[src/rtl/fpu_req_arbiter_if.sv]
// rtl/fpu_req_arbiter_if.sv - request, FPU issue/return and response bundle for fpu_req_arbiter
interface fpu_req_arbiter_if #(
  parameter int NUM_REQ         = 4,
  parameter int DATA_WIDTH      = 32,
  parameter int PRECISION       = 32,
  parameter int MAX_OUTSTANDING = 4
);
  localparam int ID_W  = $clog2(NUM_REQ);
  localparam int CNT_W = $clog2(MAX_OUTSTANDING) + 1;

  // requester side
  logic [NUM_REQ-1:0]            I_Req_Valid;
  logic [NUM_REQ-1:0]            O_Req_Ready;
  logic [NUM_REQ-1:0]            I_Req_Op1_Sign;
  logic [NUM_REQ-1:0]            I_Req_Op2_Sign;
  logic [NUM_REQ*DATA_WIDTH-1:0] I_Req_Op1_Int;
  logic [NUM_REQ*DATA_WIDTH-1:0] I_Req_Op1_Fract;
  logic [NUM_REQ*DATA_WIDTH-1:0] I_Req_Op2_Int;
  logic [NUM_REQ*DATA_WIDTH-1:0] I_Req_Op2_Fract;
  logic [NUM_REQ*3-1:0]          I_Req_Operation;

  // FPU issue side
  logic                  O_Fpu_Op_Valid;
  logic                  O_Fpu_Op1_Sign;
  logic                  O_Fpu_Op2_Sign;
  logic [DATA_WIDTH-1:0] O_Fpu_Op1_Int;
  logic [DATA_WIDTH-1:0] O_Fpu_Op1_Fract;
  logic [DATA_WIDTH-1:0] O_Fpu_Op2_Int;
  logic [DATA_WIDTH-1:0] O_Fpu_Op2_Fract;
  logic [2:0]            O_Fpu_Operation;

  // FPU return side
  logic                 I_Fpu_Valid;
  logic [PRECISION-1:0] I_Fpu_Result;

  // response and status
  logic                 O_Rsp_Valid;
  logic [ID_W-1:0]      O_Rsp_Id;
  logic [PRECISION-1:0] O_Rsp_Result;
  logic [CNT_W-1:0]     O_Outstanding;
  logic                 O_Err;

  modport master (
    output I_Req_Valid, I_Req_Op1_Sign, I_Req_Op2_Sign,
           I_Req_Op1_Int, I_Req_Op1_Fract, I_Req_Op2_Int, I_Req_Op2_Fract,
           I_Req_Operation, I_Fpu_Valid, I_Fpu_Result,
    input  O_Req_Ready, O_Fpu_Op_Valid, O_Fpu_Op1_Sign, O_Fpu_Op2_Sign,
           O_Fpu_Op1_Int, O_Fpu_Op1_Fract, O_Fpu_Op2_Int, O_Fpu_Op2_Fract,
           O_Fpu_Operation, O_Rsp_Valid, O_Rsp_Id, O_Rsp_Result,
           O_Outstanding, O_Err
  );

  modport slave (
    input  I_Req_Valid, I_Req_Op1_Sign, I_Req_Op2_Sign,
           I_Req_Op1_Int, I_Req_Op1_Fract, I_Req_Op2_Int, I_Req_Op2_Fract,
           I_Req_Operation, I_Fpu_Valid, I_Fpu_Result,
    output O_Req_Ready, O_Fpu_Op_Valid, O_Fpu_Op1_Sign, O_Fpu_Op2_Sign,
           O_Fpu_Op1_Int, O_Fpu_Op1_Fract, O_Fpu_Op2_Int, O_Fpu_Op2_Fract,
           O_Fpu_Operation, O_Rsp_Valid, O_Rsp_Id, O_Rsp_Result,
           O_Outstanding, O_Err
  );
endinterface

[src/rtl/fpu_req_arbiter.sv]
// rtl/fpu_req_arbiter.sv - round-robin FPU request arbiter with in-order result ID tracking
// The interface instance must carry the same parameter values as this module.
module fpu_req_arbiter #(
  parameter int NUM_REQ         = 4,
  parameter int DATA_WIDTH      = 32,
  parameter int PRECISION       = 32,
  parameter int MAX_OUTSTANDING = 4
) (
  input  logic              I_Clk,
  input  logic              I_nReset,
  fpu_req_arbiter_if.slave  bus
);
  localparam int ID_W  = $clog2(NUM_REQ);
  localparam int PTR_W = $clog2(MAX_OUTSTANDING);
  localparam int CNT_W = PTR_W + 1;

  logic [ID_W-1:0]  last_grant;
  logic [ID_W-1:0]  sel;
  logic             found;
  logic             can_issue;
  logic             push;
  logic             pop;
  logic             full;
  logic [NUM_REQ-1:0] req_ready;

  logic [CNT_W-1:0] count;
  logic [PTR_W-1:0] wr_ptr;
  logic [PTR_W-1:0] rd_ptr;
  logic [ID_W-1:0]  id_mem [MAX_OUTSTANDING];

  logic                  fpu_op_valid;
  logic                  fpu_op1_sign;
  logic                  fpu_op2_sign;
  logic [DATA_WIDTH-1:0] fpu_op1_int;
  logic [DATA_WIDTH-1:0] fpu_op1_fract;
  logic [DATA_WIDTH-1:0] fpu_op2_int;
  logic [DATA_WIDTH-1:0] fpu_op2_fract;
  logic [2:0]            fpu_operation;

  logic                 rsp_valid;
  logic [ID_W-1:0]      rsp_id;
  logic [PRECISION-1:0] rsp_result;
  logic                 err;

  // A full FIFO can still accept a push when a result retires the head this cycle
  assign full      = (count == CNT_W'(MAX_OUTSTANDING));
  assign pop       = bus.I_Fpu_Valid && (count != '0);
  assign can_issue = !full || pop;
  assign push      = found && can_issue;

  // Round-robin search starting one past the last granted requester, wrapping modulo NUM_REQ
  always_comb begin
    logic [ID_W:0] cand;
    sel   = '0;
    found = 1'b0;
    cand  = '0;
    for (int i = 1; i <= NUM_REQ; i++) begin
      cand = {1'b0, last_grant} + (ID_W+1)'(i);
      if (cand >= (ID_W+1)'(NUM_REQ)) begin
        cand = cand - (ID_W+1)'(NUM_REQ);
      end
      if (!found && bus.I_Req_Valid[cand[ID_W-1:0]]) begin
        found = 1'b1;
        sel   = cand[ID_W-1:0];
      end
    end
  end

  // Ready goes only to the selected requester, and never while reset is held
  always_comb begin
    req_ready = '0;
    if (I_nReset && push) begin
      req_ready[sel] = 1'b1;
    end
  end

  // Grant pointer, FIFO pointers and in-flight count
  always_ff @(posedge I_Clk or negedge I_nReset) begin
    if (!I_nReset) begin
      last_grant <= ID_W'(NUM_REQ - 1);
      wr_ptr     <= '0;
      rd_ptr     <= '0;
      count      <= '0;
    end else begin
      if (push) begin
        last_grant <= sel;
        wr_ptr     <= wr_ptr + PTR_W'(1);
      end
      if (pop) begin
        rd_ptr <= rd_ptr + PTR_W'(1);
      end
      case ({push, pop})
        2'b10:   count <= count + CNT_W'(1);
        2'b01:   count <= count - CNT_W'(1);
        default: count <= count;
      endcase
    end
  end

  // ID storage needs no reset: entries are only read when count says they are valid
  always_ff @(posedge I_Clk) begin
    if (push) begin
      id_mem[wr_ptr] <= sel;
    end
  end

  // Issue register: operands captured from the granted slice; data holds between issues
  always_ff @(posedge I_Clk or negedge I_nReset) begin
    if (!I_nReset) begin
      fpu_op_valid  <= 1'b0;
      fpu_op1_sign  <= 1'b0;
      fpu_op2_sign  <= 1'b0;
      fpu_op1_int   <= '0;
      fpu_op1_fract <= '0;
      fpu_op2_int   <= '0;
      fpu_op2_fract <= '0;
      fpu_operation <= '0;
    end else begin
      fpu_op_valid <= push;
      if (push) begin
        fpu_op1_sign  <= bus.I_Req_Op1_Sign[sel];
        fpu_op2_sign  <= bus.I_Req_Op2_Sign[sel];
        fpu_op1_int   <= bus.I_Req_Op1_Int[sel*DATA_WIDTH +: DATA_WIDTH];
        fpu_op1_fract <= bus.I_Req_Op1_Fract[sel*DATA_WIDTH +: DATA_WIDTH];
        fpu_op2_int   <= bus.I_Req_Op2_Int[sel*DATA_WIDTH +: DATA_WIDTH];
        fpu_op2_fract <= bus.I_Req_Op2_Fract[sel*DATA_WIDTH +: DATA_WIDTH];
        fpu_operation <= bus.I_Req_Operation[sel*3 +: 3];
      end
    end
  end

  // Response register: tag each FPU result with the oldest in-flight ID; flag orphan results
  always_ff @(posedge I_Clk or negedge I_nReset) begin
    if (!I_nReset) begin
      rsp_valid  <= 1'b0;
      rsp_id     <= '0;
      rsp_result <= '0;
      err        <= 1'b0;
    end else begin
      rsp_valid <= pop;
      if (pop) begin
        rsp_id     <= id_mem[rd_ptr];
        rsp_result <= bus.I_Fpu_Result;
      end
      if (bus.I_Fpu_Valid && (count == '0)) begin
        err <= 1'b1;
      end
    end
  end

  assign bus.O_Req_Ready     = req_ready;
  assign bus.O_Fpu_Op_Valid  = fpu_op_valid;
  assign bus.O_Fpu_Op1_Sign  = fpu_op1_sign;
  assign bus.O_Fpu_Op2_Sign  = fpu_op2_sign;
  assign bus.O_Fpu_Op1_Int   = fpu_op1_int;
  assign bus.O_Fpu_Op1_Fract = fpu_op1_fract;
  assign bus.O_Fpu_Op2_Int   = fpu_op2_int;
  assign bus.O_Fpu_Op2_Fract = fpu_op2_fract;
  assign bus.O_Fpu_Operation = fpu_operation;
  assign bus.O_Rsp_Valid     = rsp_valid;
  assign bus.O_Rsp_Id        = rsp_id;
  assign bus.O_Rsp_Result    = rsp_result;
  assign bus.O_Outstanding   = count;
  assign bus.O_Err           = err;
endmodule

[src/flat_wrapper.sv]
// flat-port wrapper written by rule: the top's interface ports become plain ports
module fpu_req_arbiter_flat 
#(
  parameter int NUM_REQ         = 4,
  parameter int DATA_WIDTH      = 32,
  parameter int PRECISION       = 32,
  parameter int MAX_OUTSTANDING = 4
)
  (I_Clk, I_nReset, bus_I_Req_Valid, bus_I_Req_Op1_Sign, bus_I_Req_Op2_Sign, bus_I_Req_Op1_Int, bus_I_Req_Op1_Fract, bus_I_Req_Op2_Int, bus_I_Req_Op2_Fract, bus_I_Req_Operation, bus_I_Fpu_Valid, bus_I_Fpu_Result, bus_O_Req_Ready, bus_O_Fpu_Op_Valid, bus_O_Fpu_Op1_Sign, bus_O_Fpu_Op2_Sign, bus_O_Fpu_Op1_Int, bus_O_Fpu_Op1_Fract, bus_O_Fpu_Op2_Int, bus_O_Fpu_Op2_Fract, bus_O_Fpu_Operation, bus_O_Rsp_Valid, bus_O_Rsp_Id, bus_O_Rsp_Result, bus_O_Outstanding, bus_O_Err);
  fpu_req_arbiter_if #(.NUM_REQ(NUM_REQ), .DATA_WIDTH(DATA_WIDTH), .PRECISION(PRECISION), .MAX_OUTSTANDING(MAX_OUTSTANDING)) bus_i ();
  input  logic I_Clk;
  input  logic I_nReset;
  input wire logic [$bits(bus_i.I_Req_Valid)-1:0] bus_I_Req_Valid;
  input wire logic [$bits(bus_i.I_Req_Op1_Sign)-1:0] bus_I_Req_Op1_Sign;
  input wire logic [$bits(bus_i.I_Req_Op2_Sign)-1:0] bus_I_Req_Op2_Sign;
  input wire logic [$bits(bus_i.I_Req_Op1_Int)-1:0] bus_I_Req_Op1_Int;
  input wire logic [$bits(bus_i.I_Req_Op1_Fract)-1:0] bus_I_Req_Op1_Fract;
  input wire logic [$bits(bus_i.I_Req_Op2_Int)-1:0] bus_I_Req_Op2_Int;
  input wire logic [$bits(bus_i.I_Req_Op2_Fract)-1:0] bus_I_Req_Op2_Fract;
  input wire logic [$bits(bus_i.I_Req_Operation)-1:0] bus_I_Req_Operation;
  input wire logic [$bits(bus_i.I_Fpu_Valid)-1:0] bus_I_Fpu_Valid;
  input wire logic [$bits(bus_i.I_Fpu_Result)-1:0] bus_I_Fpu_Result;
  output wire logic [$bits(bus_i.O_Req_Ready)-1:0] bus_O_Req_Ready;
  output wire logic [$bits(bus_i.O_Fpu_Op_Valid)-1:0] bus_O_Fpu_Op_Valid;
  output wire logic [$bits(bus_i.O_Fpu_Op1_Sign)-1:0] bus_O_Fpu_Op1_Sign;
  output wire logic [$bits(bus_i.O_Fpu_Op2_Sign)-1:0] bus_O_Fpu_Op2_Sign;
  output wire logic [$bits(bus_i.O_Fpu_Op1_Int)-1:0] bus_O_Fpu_Op1_Int;
  output wire logic [$bits(bus_i.O_Fpu_Op1_Fract)-1:0] bus_O_Fpu_Op1_Fract;
  output wire logic [$bits(bus_i.O_Fpu_Op2_Int)-1:0] bus_O_Fpu_Op2_Int;
  output wire logic [$bits(bus_i.O_Fpu_Op2_Fract)-1:0] bus_O_Fpu_Op2_Fract;
  output wire logic [$bits(bus_i.O_Fpu_Operation)-1:0] bus_O_Fpu_Operation;
  output wire logic [$bits(bus_i.O_Rsp_Valid)-1:0] bus_O_Rsp_Valid;
  output wire logic [$bits(bus_i.O_Rsp_Id)-1:0] bus_O_Rsp_Id;
  output wire logic [$bits(bus_i.O_Rsp_Result)-1:0] bus_O_Rsp_Result;
  output wire logic [$bits(bus_i.O_Outstanding)-1:0] bus_O_Outstanding;
  output wire logic [$bits(bus_i.O_Err)-1:0] bus_O_Err;
  assign bus_i.I_Req_Valid = bus_I_Req_Valid;
  assign bus_i.I_Req_Op1_Sign = bus_I_Req_Op1_Sign;
  assign bus_i.I_Req_Op2_Sign = bus_I_Req_Op2_Sign;
  assign bus_i.I_Req_Op1_Int = bus_I_Req_Op1_Int;
  assign bus_i.I_Req_Op1_Fract = bus_I_Req_Op1_Fract;
  assign bus_i.I_Req_Op2_Int = bus_I_Req_Op2_Int;
  assign bus_i.I_Req_Op2_Fract = bus_I_Req_Op2_Fract;
  assign bus_i.I_Req_Operation = bus_I_Req_Operation;
  assign bus_i.I_Fpu_Valid = bus_I_Fpu_Valid;
  assign bus_i.I_Fpu_Result = bus_I_Fpu_Result;
  assign bus_O_Req_Ready = bus_i.O_Req_Ready;
  assign bus_O_Fpu_Op_Valid = bus_i.O_Fpu_Op_Valid;
  assign bus_O_Fpu_Op1_Sign = bus_i.O_Fpu_Op1_Sign;
  assign bus_O_Fpu_Op2_Sign = bus_i.O_Fpu_Op2_Sign;
  assign bus_O_Fpu_Op1_Int = bus_i.O_Fpu_Op1_Int;
  assign bus_O_Fpu_Op1_Fract = bus_i.O_Fpu_Op1_Fract;
  assign bus_O_Fpu_Op2_Int = bus_i.O_Fpu_Op2_Int;
  assign bus_O_Fpu_Op2_Fract = bus_i.O_Fpu_Op2_Fract;
  assign bus_O_Fpu_Operation = bus_i.O_Fpu_Operation;
  assign bus_O_Rsp_Valid = bus_i.O_Rsp_Valid;
  assign bus_O_Rsp_Id = bus_i.O_Rsp_Id;
  assign bus_O_Rsp_Result = bus_i.O_Rsp_Result;
  assign bus_O_Outstanding = bus_i.O_Outstanding;
  assign bus_O_Err = bus_i.O_Err;
  fpu_req_arbiter #(.NUM_REQ(NUM_REQ), .DATA_WIDTH(DATA_WIDTH), .PRECISION(PRECISION), .MAX_OUTSTANDING(MAX_OUTSTANDING)) u_core (.I_Clk(I_Clk), .I_nReset(I_nReset), .bus(bus_i));
endmodule
[config.mk]
export PLATFORM = sky130hd
export DESIGN_NAME = fpu_req_arbiter_flat
export DESIGN_NICKNAME = d
export VERILOG_FILES = /design/src/rtl/fpu_req_arbiter_if.sv /design/src/rtl/fpu_req_arbiter.sv /design/src/flat_wrapper.sv
export SDC_FILE = /design/constraint.sdc
export NUM_CORES = 1
export LEC_CHECK = 0
export BUFFER_PORTS_ARGS = -buffer_cell sky130_fd_sc_hd__buf_2
export CORE_AREA = 10 10 285 287
export CTS_CLUSTER_SIZE = 12
export DETAILED_ROUTE_END_ITERATION = 10
export DIE_AREA = 0 0 295 297
export PLACE_DENSITY = 0.36
export SYNTH_ARGS = -nofsm -noshare
export SYNTH_HDL_FRONTEND = slang
export SYNTH_SLANG_ARGS = --single-unit
[constraint.sdc]
create_clock -name I_Clk -period 2.48 [get_ports I_Clk]
set_input_delay 0 -clock I_Clk [delete_from_list [all_inputs] [get_ports I_Clk]]
set_output_delay 0 -clock I_Clk [all_outputs]
set_load 0.05 [all_outputs]
==> PnR_summary.wiki <==
{| class="wikitable"
! Metric !! Value
|-
| Antenna violations before repair || 13
|-
| Most numerous cell types in the synthesized netlist || 177 x sky130_fd_sc_hd__dfrtp_1, 142 x sky130_fd_sc_hd__nor2_1, 137 x sky130_fd_sc_hd__and2_1
|-
| Crit path time final || 2.44 ns
|-
| Yosys warnings || 0
|-
| Total Die Area || 0.0876 mm^2
|-
| Number of top-level design ports || ~750
|-
| DRC viols || 0
|-
| Total number of placement rows || 101
|-
| Synth top area share || 38.6%
|-
| Dominant cell type by area after synthesis || sky130_fd_sc_hd__dfrtp_1
|-
| Clock network fraction of total power || 13.2%
|-
| Most common cell in the netlist || sky130_fd_sc_hd__dfrtp_1
|-
| Clock buffer depth || 2
|-
| Maximum number of pins on one net before global-route repair || 82
|-
| Avg WL per Cell || 24.1 um
|-
| Maximum net fanout on the critical path || 71
|-
| CP max stage cell || sky130_fd_sc_hd__dlygate4sd3_1
|-
| Status || complete, no violations
|-
| Gate count of the mapped netlist || 1,326
|-
| Final clock skew || approximately 0.020 ns
|-
| Core Area || around 0.075 mm^2
|-
| Clock-pin transition on the worst setup and hold timing paths || approximately 0.10 ns
|-
| Total internal power || 10,800 uW
|-
| Switch share || roughly 55%
|-
| Flip-flop and latch count after synthesis || 187
|-
| Wire length of the first global-routing pass || ~120,000 um
|-
| Sort of element at the end of the critical path || flip-flop
|-
| Maximum resistive drop on vdd || 0.517 mV
|-
| Clock latency of the later-clocked register in the worst-skew pair || 0.51 ns
|-
| Worst R2R Setup Slack || roughly 0.041 ns
|-
| Last weighted congestion value of the routability-driven placer || 0.834
|-
| Distinct cell type count of the synthesized netlist || 41
|-
| First-pass iteration count of the detailed router || 6
|-
| Leakage component of the power || 0.00965 uW
|-
| Count of final max-slew check failures || 0
|-
| Post-synthesis average cell area || 8.66 um^2
|-
| Switching power of the nets || 13,500 uW
|-
| Number of nets produced by synthesis || about 1,900
|-
| Final Cell Area || 0.0221 mm^2
|-
| Die Y-Extent || 297 um
|-
| Startpoint of the worst-slack reg-to-reg timing path || u_core.bus.O_Outstanding[0]
|-
| Clock net sink count || approximately 190
|-
| Number of filler instances in the final layout || 8,024
|-
| Inserted Clock Buffers || 17
|-
| TritonCTS clock tree || built
|-
| Startpoint kind of the worst setup timing path || flip-flop
|-
| Worst hold-check path type || input port to asynchronous set/reset pin
|-
| Setup repair after global routing missed its margin || yes
|-
| Vias in the first global route || around 18,000
|-
| Layout Area Growth over Synthesis || 92.2%
|-
| H-tree level count || 4
|-
| Port buffer count || 747
|-
| Max-slew headroom at the worst pin || 31.9%
|-
| Post-detailed-route count of antenna-violating nets || 0
|-
| Post-synthesis instance area || 0.0115 mm^2
|-
| Net count of the finished layout || 3,012
|-
| Final WL || 83,000 um
|-
| Critical path arrival || 2.82 ns
|-
| Global-route usage over all layers || 17.3%
|-
| Share of layout cells above drive strength 1 || 35.5%
|-
| Power density over cell area || 1100 mW/mm^2
|-
| Core utilization of the finished layout || 29.3%
|-
| Slew @ Worst Pin || 1.02 ns
|-
| Number of vias per cell after detailed routing || 4.83
|-
| Total via count after detailed routing || 16,582
|-
| Final cycle utilization of the critical path || 98.4%
|-
| Proportion of synthesized flip-flops having asynchronous set or reset || 95.7%
|-
| Share of total power in sequential cells || 22.4%
|-
| Sequential Area || around 0.0047 mm^2
|-
| Overflow after GRT || 0
|-
| Initial core utilization || 15.2%
|-
| Synth area leaders || sky130_fd_sc_hd__dfrtp_1 39%, sky130_fd_sc_hd__a32oi_1 10%, sky130_fd_sc_hd__a41oi_1 10%
|-
| Post-synthesis sequential area ratio || 41.1%
|-
| # Max-Cap Violations || 0
|-
| Final count of negative-setup-slack endpoints || 0
|-
| Root buf cell || sky130_fd_sc_hd__clkbuf_16
|-
| Count of flip-flops with a built-in enable after synthesis || 8
|-
| Critical R2R Capture || u_core.bus.O_Fpu_Op2_Fract[15]
|-
| Initial drt markers || 1,073
|-
| Chain of cells forming the critical path || o41ai_4 > buf_4 > buf_12 > inv_6 > buf_12 > nor2_1 > a31oi_1 > dlygate4sd3_1
|-
| Area of combinational cells with multiple inputs || 0.00621 mm^2
|-
| Post-synth top flop || sky130_fd_sc_hd__dfrtp_1
|-
| Half-perimeter wire length after placement || 54,300 um
|-
| FF-to-FF path depth || 8
|-
| Most frequent CP cell || sky130_fd_sc_hd__buf_12
|-
| Area after DPL || 0.0164 mm^2
|-
| Number of failing hold endpoints at the final stage || 0
|-
| Die width || 295 um
|-
| Highest Clock Rate || 410 MHz
|-
| Slowest stage delay, CP || 0.58 ns
|-
| Worst endpoint required time || 2.86 ns
|-
| Critical path class || flip-flop to flip-flop
|-
| Combinational group share of total power || roughly 65%
|}
-- power by group through the flow --
stage	registers (uW)	logic, uW	clock network (uW)
after global routing	5630	16400	3420
after floorplan	10100	4050	0
final	5440	15700	3200
after CTS	5440	14700	3350
after detailed placement	5480	13500	0
after global placement	5470	13500	0
-- cell families after synthesis --
| family | share of synthesized area, % |
|---|---|
| and+or+nand+nor | 16.3 |
| DFF | 41.1 |
| buffers and inverters | 6.32 |
| xor gates and xnor gates | 0.381 |
| muxes | 0.784 |
| adders and majority gates | 0.610 |
| AOI/OAI and AO/OA | 34.5 |
-- layer usage --
layer  track usage [%]  routed length [um]  up-vias
met5                 0                  36        -
met4              6.90                2720        6
met3              4.22                6280      136
met2              29.9               41600      925
met1              20.2               32300     8177
li1                  -                   -     7338
-- worst max-delay path by stage --
stage	from	end
after global placement	u_core.last_grant[0]	u_core.bus.O_Fpu_Op1_Int[13]
after global routing	u_core.last_grant[0]	u_core.bus.O_Fpu_Op1_Fract[12]
after CTS	u_core.last_grant[0]	u_core.bus.O_Fpu_Op2_Int[26]
after detailed placement	u_core.last_grant[0]	u_core.bus.O_Fpu_Operation[0]
after floorplan	u_core.last_grant[0]	bus_O_Req_Ready[2]
final	u_core.bus.O_Outstanding[0]	u_core.bus.O_Fpu_Op2_Fract[15]
-- critical path: cells and delay by family (launching register included) --
| family | cells | cell delay [ns] |
|---|---|---|
| buf+inv | 5 | 1.18 |
| flops | 1 | 0.41 |
| compound gates | 2 | 0.39 |
| simple gates | 1 | 0.21 |
-- cell type report --
type | count | share of cell area [%]
tap | 978 | 5.54
timing repair buffer | 1261 | 41.8
inverter | 7 | 0.142
antenna | 9 | 0.102
clock buffer | 17 | 1.93
multi-input combinational | 962 | 28.2
sequential | 187 | 21.4
clock inverter | 15 | 0.981
-- state kept, by name, summed over array words and instances (netlist names) --
signal                      cells
u_core.bus.O_Fpu_Op1_Fract     32
u_core.bus.O_Fpu_Op1_Sign       1
u_core.id_mem                   8
u_core.bus.O_Rsp_Id             2
u_core.bus.O_Fpu_Op_Valid       1
u_core.bus.O_Rsp_Valid          1
u_core.rd_ptr                   2
u_core.bus.O_Fpu_Op2_Fract     32
u_core.bus.O_Err                1
u_core.bus.O_Rsp_Result        32
u_core.bus.O_Fpu_Op1_Int       32
u_core.wr_ptr                   2
u_core.bus.O_Outstanding        3
u_core.bus.O_Fpu_Op2_Int       32
u_core.bus.O_Fpu_Operation      3
u_core.bus.O_Fpu_Op2_Sign       1
u_core.last_grant               2
-- cell usage in the layout (no fill, tap or decap), types with 5 or more instances in the layout --
cell	count
sky130_fd_sc_hd__and2_1	137
sky130_fd_sc_hd__a41oi_1	133
sky130_fd_sc_hd__dlygate4sd3_1	458
sky130_fd_sc_hd__o21ai_1	9
sky130_fd_sc_hd__edfxtp_1	8
sky130_fd_sc_hd__a32oi_1	120
sky130_fd_sc_hd__dfrtp_1	177
sky130_fd_sc_hd__buf_2	741
sky130_fd_sc_hd__inv_1	5
sky130_fd_sc_hd__diode_2	9
sky130_fd_sc_hd__a32oi_2	13
sky130_fd_sc_hd__buf_4	27
sky130_fd_sc_hd__nor2_1	142
sky130_fd_sc_hd__buf_12	17
sky130_fd_sc_hd__buf_16	5
sky130_fd_sc_hd__clkbuf_16	24
sky130_fd_sc_hd__inv_12	7
sky130_fd_sc_hd__xnor2_1	5
sky130_fd_sc_hd__nand2_1	104
sky130_fd_sc_hd__a31oi_1	134
sky130_fd_sc_hd__o21ai_0	127
-- timing repair --
item / CTS / global route
gates resized for setup: 0 / 37
endpoints found under the setup margin: 0 / 52
setup buffers: 0 / 9
hold buffers: 459 / 0
endpoints found under the hold margin: 345 / 0
-- through the flow --
| step | cells | power (uW) | setup WS (ns) | setup TNS (ns) | hold WS, ns |
|---|---|---|---|---|---|
| floorplan | 1326 | 14200 | 0.282 | 0 | -0.296 |
| global placement | 2919 | 19000 | 0.463 | 0 | -0.0352 |
| detailed placement | 2919 | 19000 | 0.451 | 0 | -0.0373 |
| CTS | 3410 | 23500 | 0.0174 | 0 | 0.0442 |
| global route | 3436 | 25500 | -0.0674 | -0.278 | 0.0654 |
| finish | 3436 | 24300 | 0.0407 | 0 | 0.0898 |
No activity file was read; power rests on OpenSTA's default activity.
